==> config.mk <==
export PLATFORM = sky130hd
export DESIGN_NAME = mem_access_unit
export DESIGN_NICKNAME = d
export VERILOG_FILES = /design/src/rtl/mem_access_unit.sv
export SDC_FILE = /design/constraint.sdc
export NUM_CORES = 1
export LEC_CHECK = 0
export BUFFER_PORTS_ARGS = -buffer_cell sky130_fd_sc_hd__buf_2
export CAP_MARGIN = 5
export CORE_MARGIN = 2
export CORE_UTILIZATION = 51
export CTS_CLUSTER_SIZE = 20
export DETAILED_ROUTE_END_ITERATION = 8
export PLACE_DENSITY_LB_ADDON = 0.1
export REMOVE_ABC_BUFFERS = 1
export SLEW_MARGIN = 30
export SYNTH_ARGS = -nofsm -noshare
export SYNTH_HDL_FRONTEND = slang
export SYNTH_SLANG_ARGS = --single-unit
==> constraint.sdc <==
create_clock -name clock -period 4.62 [get_ports clock]
set_input_delay 0.231 -clock clock [delete_from_list [all_inputs] [get_ports clock]]
set_output_delay 0.231 -clock clock [all_outputs]
set_load 0.05 [all_outputs]
==> src/rtl/mem_access_unit.sv <==
// mem_access_unit: load/store sequencer that issues word-aligned memory accesses and read-modify-writes byte stores.
module mem_access_unit #(
    parameter bit          ERR_ON_MISALIGN = 1'b1,
    parameter logic [15:0] RESET_RDATA     = 16'h0000
) (
    input  logic        clock,
    input  logic        resetn,
    input  logic        req_valid,
    output logic        req_ready,
    input  logic        req_we,
    input  logic        req_size,
    input  logic        req_signed,
    input  logic [15:0] req_addr,
    input  logic [15:0] req_wdata,
    output logic        resp_valid,
    input  logic        resp_ready,
    output logic [15:0] resp_rdata,
    output logic        resp_err,
    output logic [15:0] addrm,
    output logic [15:0] wmdata,
    output logic        re,
    output logic        we,
    output logic        mem_alu,
    input  logic [15:0] rwdata
);
    typedef enum logic [2:0] {IDLE, LOAD, WSTORE, RMW_RD, RMW_WR, RESP} state_t;
    state_t     state;
    logic       size_q;
    logic       signed_q;
    logic       lo_q;
    logic [7:0] byte_sel;
    logic       misaligned;
    assign req_ready  = state == IDLE;
    assign mem_alu    = 1'b0;
    assign byte_sel   = lo_q ? rwdata[15:8] : rwdata[7:0];
    assign misaligned = ERR_ON_MISALIGN && req_size && req_addr[0];
    always_ff @(posedge clock or negedge resetn) begin
        if (!resetn) begin
            state      <= IDLE;
            size_q     <= 1'b0;
            signed_q   <= 1'b0;
            lo_q       <= 1'b0;
            resp_valid <= 1'b0;
            resp_err   <= 1'b0;
            resp_rdata <= RESET_RDATA;
            addrm      <= 16'h0000;
            wmdata     <= 16'h0000;
            re         <= 1'b0;
            we         <= 1'b0;
        end else begin
            case (state)
                IDLE: if (req_valid) begin
                    addrm    <= {req_addr[15:1], 1'b0};
                    wmdata   <= req_wdata;
                    size_q   <= req_size;
                    signed_q <= req_signed;
                    lo_q     <= req_addr[0];
                    if (misaligned) begin
                        state      <= RESP;
                        resp_valid <= 1'b1;
                        resp_err   <= 1'b1;
                        resp_rdata <= RESET_RDATA;
                    end else if (!req_we) begin
                        state <= LOAD;
                        re    <= 1'b1;
                    end else if (req_size) begin
                        state <= WSTORE;
                        we    <= 1'b1;
                    end else begin
                        state <= RMW_RD;
                        re    <= 1'b1;
                    end
                end
                LOAD: begin
                    re         <= 1'b0;
                    resp_rdata <= size_q ? rwdata : {{8{signed_q & byte_sel[7]}}, byte_sel};
                    resp_valid <= 1'b1;
                    state      <= RESP;
                end
                RMW_RD: begin
                    // wmdata still holds the store byte in [7:0]; splice it into the lane being written
                    re     <= 1'b0;
                    we     <= 1'b1;
                    wmdata <= lo_q ? {wmdata[7:0], rwdata[7:0]} : {rwdata[15:8], wmdata[7:0]};
                    state  <= RMW_WR;
                end
                WSTORE, RMW_WR: begin
                    we         <= 1'b0;
                    resp_rdata <= 16'h0000;
                    resp_valid <= 1'b1;
                    state      <= RESP;
                end
                RESP: if (resp_ready) begin
                    resp_valid <= 1'b0;
                    resp_err   <= 1'b0;
                    state      <= IDLE;
                end
                default: state <= IDLE;
            endcase
        end
    end
endmodule

Word level (Yosys, flattened, before mapping). Cells that the tools add are included.

Memory bits (read-only): 0. Register bits: 57. Output and inout bits: 54. Latch bits: 0. Memory bits (writable): 0. Memories: 0.

Muxes and demuxes: 29. $add $sub $neg: 0. Equal/unequal tests: 13. Multipliers: 0. Bitwise gates (word level): 1. Div/mod/pow operators: 0. Order comparisons: 0. Reductions and logical operators: 20. Shift operators: 0.

Operator list (count): 16-bit two-way mux (5); 16-bit case mux with 3 select lines (1); 16-bit case mux with 2 select lines (1); 1-bit two-way mux (12); 3-bit case mux with 4 select lines (1); 4-bit AND reduction (3); 3-bit two-way mux (3); 3-bit nonzero test (3); 8-bit two-way mux (1); 2-bit != test (second input constant) (4); 3-bit by 2-bit equality test with 1-bit output (second input constant) (2); 3-bit equality test (second input constant) (2); 2-bit by 1-bit != test with 1-bit output (second input constant) (3); 1-bit case mux with 3 select lines (2); 2-bit AND reduction (3); 3-bit AND reduction (2); 2-bit nonzero test (3); 5-bit AND reduction (1); 1-bit case mux with 2 select lines (2); 2-bit OR reduction (2); 3-bit by 1-bit equality test with 1-bit output (second input constant) (1); 3-bit logical NOT (1); 3-bit != test (second input constant) (1); 3-bit OR reduction (1); other kinds (3) (3).

Depth between registers and ports, before layout.
Word-level depth: 5. Mapped depth: 6. Depth with buffers taken out: 3.

Least setup slack after synthesis. OpenSTA, ideal clock, no wires.

Kind: reg-to-reg. Start: reg state[1]. End: reg resp_rdata[12]. Cell stages (with the launch flop): 6. Path slack: 2304 ps. Setup time: 79 ps. Arrival: 2238 ps. Path buffers: 2. Path through: dfrtp_1 > nor3_1 > a21o_1 > buf_4 > buf_6 > o2bb2ai_1.

Elaborated cells on any way between the ends: 10. Those cells by class: 5 x eq/ne; 1 x mux; 4 x reduce/logical.

RTL lines: start: declaration (RTL line 27) `state_t state;`; start signal: assignment (RTL line 39) `state <= IDLE;`; start signal: assignment (RTL line 59) `state <= RESP;`; start signal: assignment (RTL line 64) `state <= LOAD;`; 3-bit logical NOT (*); named net req_ready (RTL line 9) `output logic req_ready,`; 2-bit by 1-bit != test with 1-bit output (no line) (tied with other cells); 3-bit AND reduction (no line); end signal: assignment (RTL line 76) `resp_rdata <= size_q ? rwdata : {{8{signed_q & byte_sel[7]}}, byte_sel};`; end: declaration (RTL line 17) `output logic [15:0] resp_rdata,`.

Mark *: on every way through the listed nets, which the timed path passes. The rest lies on a longest branch. A chain may end at the register's enable or synchronous reset.

Worst setup path after layout.
Start: reg state[1]. End: reg wmdata[1].

Longest elaborated chain between the ends: 3. Elaborated cells on any way between the ends: 7. Those cells by class: 3 x eq/ne; 1 x mux; 3 x reduce/logical.

RTL lines: 3-bit by 2-bit equality test with 1-bit output / 3-bit logical NOT (equally long branches) (RTL line 51) `case (state)`; 2-bit != test (no line) / 2-bit nonzero test (equally long branches); 3-bit AND reduction (no line); end signal: assignment (RTL line 54) `wmdata <= req_wdata;`; end signal: assignment (RTL line 84) `wmdata <= lo_q ? {wmdata[7:0], rwdata[7:0]} : {rwdata[15:8], wmdata[7:0]};`; end: declaration (RTL line 20) `output logic [15:0] wmdata,`.

Parallel ways exist; a longest one is shown, timed or not.

==> results.toml <==
[place]
gp_congestion = 0.791
dpl-instance-area_sq_um = 3130
port_buffers = 106
post-dp-hpwl_microns = 4410

[die]
fp.dieW_microns = 75.6
die_y_microns = 75.6
rows = 26
core_sq_um = 5040
die-area_sq_um = 5720
initial_utilization = 0.519
pin_count = 109

[timing]
fin_skew_ns = 0.00393
drv_slew = 0
finalHoldViolCount = 0
rsz0062_at_grt = "no"
max_slew_margin = 0.540
fin_crit_ns = 2.05
fin_crit_sh = 0.444
tightest_slew_ns = 0.690
setup_viol = 0
max_freq_mhz = 488
setup_tns_ns = 0

[synthesis]
yosysWarnings = 0
synth_top_area_cell = "dfrtp_1"
ys_ff_latch = 57
ys_seq_area_frac = 0.545
netlist_instances = 210
synth_cell_types = 41
synthesis.area_sq_um = 2620
synthTopCellsByArea = "dfrtp_1, mux2i_1, o2bb2ai_1"
synth_top_area_frac = 0.545
avgSynthCellArea_sq_um = 12.5

[cts]
root_buffer = "clkbuf_8"
clock_latency_ns = 0.33
postCtsSetupBuffers = 0
cts_hold_buffers = 0
clockBufferDepth = 2
cts_max_level = 3
post_cts_resized = 0
cts_sinks = 57
cts_tree = "built"
path_clk_slew_ns = 0.06
cts_made_buffers = 9

[detailed_routing]
viasPerCell = 5.29
via_count = 2053
drt-total-wl_microns = 6130
drcViolationCount = 0
wire_per_inst_microns = 15.8
dr.first_iter.drc_count = 98
drtAntennaViolNets = 0
dr.pass1.iters = 4

[flow_run]
max_cap_violations = 0

[min_path]
min_path_type = "in2async"

[worst_setup_path]
reg2reg_slack_ns = 2.57
worst_path_max_delay_cell = "dfrtp_1"
cp.arrival_ns = 2.25
reg2reg_from = "state[1]"
critPathKind = "reg2reg"
path_max_fanout = 30
cp-start-kind = "flop"
crit_path_end = "wmdata[1]"
cpPeakStageDelay_ns = 0.54
reg2reg_to = "wmdata[1]"
crit_start = "state[1]"
crit_required_ns = 4.82
crit_chain = "nor4b_4, buf_4, or2_1, o21ai_1"
r2r_cells = 4
endpoint_kind = "flop"

[layout]
syn_to_final_growth_pct = 27.1
diodes = 0
final_cell_area_sq_um = 3320
final_util = 0.659
fillers = 413
fin_nets = 369
drive_above_1_share = 0.428

[global_route]
overflow = 0
grt_pass1_wl_microns = 9500
grtUsageTotal = 0.230
grt_start_max_net_pins = 58
antenna_found_initial = 0
grt_pass1_vias = 1929

[outcome]
outcome = "completed"

[pwr]
power_per_cell_area_nw_per_um2 = 835
static-leakage-power_nw = 1.68
ir_worst_vdd_mv = 0.581
==> power by group <==
| part | switching (W) | internal (W) |
|---|---|---|
| clock network | 0.000188 | 0.000274 |
| logic | 0.00101 | 0.000408 |
| registers | 0.000179 | 0.000716 |
==> state kept, by name, indices dropped and copies added (netlist names) <==
signal	cells
size_q	1
resp_err	1
addrm	15
resp_rdata	16
wmdata	16
we	1
signed_q	1
re	1
lo_q	1
resp_valid	1
state	3
==> worst max-delay path, delay by kind of cell (launching register included) <==
| kind | cells | cell delay (ns) |
|---|---|---|
| DFF | 1 | 0.54 |
| AOI/OAI and AO/OA | 1 | 0.10 |
| buffers and inverters | 1 | 0.43 |
| and+or+nand+nor | 2 | 0.85 |
==> Yosys cell counts <==
| library cell | count |
|---|---|
| o31a_1 | 1 |
| o221ai_2 | 1 |
| nor2_1 | 9 |
| o21ai_1 | 8 |
| mux2_2 | 12 |
| conb_1 | 1 |
| and4b_1 | 1 |
| a21o_1 | 2 |
| inv_1 | 9 |
| buf_4 | 4 |
| buf_2 | 5 |
| a22oi_1 | 8 |
| o21ai_0 | 4 |
| buf_8 | 1 |
| a22o_1 | 1 |
| buf_6 | 4 |
| nand3_1 | 1 |
| a221o_1 | 8 |
| a32o_1 | 1 |
| nor4b_4 | 1 |
| and3_1 | 1 |
| o2bb2ai_1 | 16 |
| nor2b_1 | 10 |
| or3b_1 | 1 |
| dfrtp_1 | 57 |
| a221oi_1 | 1 |
| o21a_1 | 1 |
| nand2b_1 | 2 |
| mux2_1 | 6 |
| nand3b_1 | 1 |
| nor3_1 | 1 |
| a21boi_0 | 1 |
| a21oi_1 | 3 |
| mux2i_1 | 15 |
| nor4b_1 | 1 |
| nand4b_1 | 1 |
| clkbuf_1 | 2 |
| nand2_1 | 4 |
| nor3b_1 | 2 |
| maj3_1 | 1 |
| or2_1 | 1 |
==> metal layers <==
metal,vias up,track usage,wire [microns]
li1,977,-,-
met1,984,0.319,2790
met2,84,0.329,2810
met3,8,0.0860,463
met4,0,0.0877,72
met5,-,0,0
==> cells in the final DEF, fill, tap and decap left out, types with 2 or more instances in the layout <==
master	instances
a21o_1	2
a21oi_1	3
a221o_1	8
a22oi_1	8
buf_2	106
buf_4	2
clkbuf_8	11
clkinv_2	2
conb_1	2
dfrtp_1	57
inv_1	9
mux2_1	6
mux2_2	12
mux2i_1	15
nand2_1	4
nand2b_1	2
nor2_1	9
nor2b_1	10
nor3b_1	2
o21ai_0	4
o21ai_1	8
o2bb2ai_1	16
==> kinds of logic (layout without fill, tap and decap cells) <==
group	count (synthesis)	in the layout	synth area share
buffers and inverters	25	132	0.0598
other	1	2	0.00143
muxes	33	33	0.135
adders and majority gates	1	1	0.00383
DFF	57	57	0.545
AOI/OAI and AO/OA	56	56	0.167
and+or+nand+nor	37	37	0.0876
==> through the flow <==
stage	worst slack (ns)	hold WS (ns)	total power (W)	cells
3_3_place_gp	2.63	0.407	0.00230	373
6_report	2.57	0.0373	0.00277	388
4_1_cts	2.57	0.0527	0.00279	388
5_1_grt	2.39	0.0914	0.00293	388
2_1_floorplan	2.12	-0.0646	0.00196	195
3_5_place_dp	2.58	0.408	0.00233	373
==> worst min path at each step <==
stage          startpoint    endpoint  slack [ns]  cells past startpoint
6_report           resetn  resp_valid        0.04                      2
5_1_grt            resetn    addrm[4]        0.09                      2
4_1_cts            resetn    addrm[9]        0.05                      2
3_5_place_dp       resetn  resp_valid        0.41                      2
3_3_place_gp       resetn  resp_valid        0.41                      2
2_1_floorplan      resetn   addrm[10]       -0.06                      0
==> cell type report <==
type / count / area (sq um) / area share
Clock buffer: 12 / 155 / 0.0467
Timing Repair Buffer: 108 / 546 / 0.164
Sequential cell: 57 / 1430 / 0.429
Multi-Input combinational cell: 129 / 1040 / 0.312
Inverter: 9 / 33.8 / 0.0102
Clock inverter: 3 / 40.0 / 0.0120
Tap cell: 70 / 87.6 / 0.0263
Note: power is estimated with default switching activity, not from simulation.
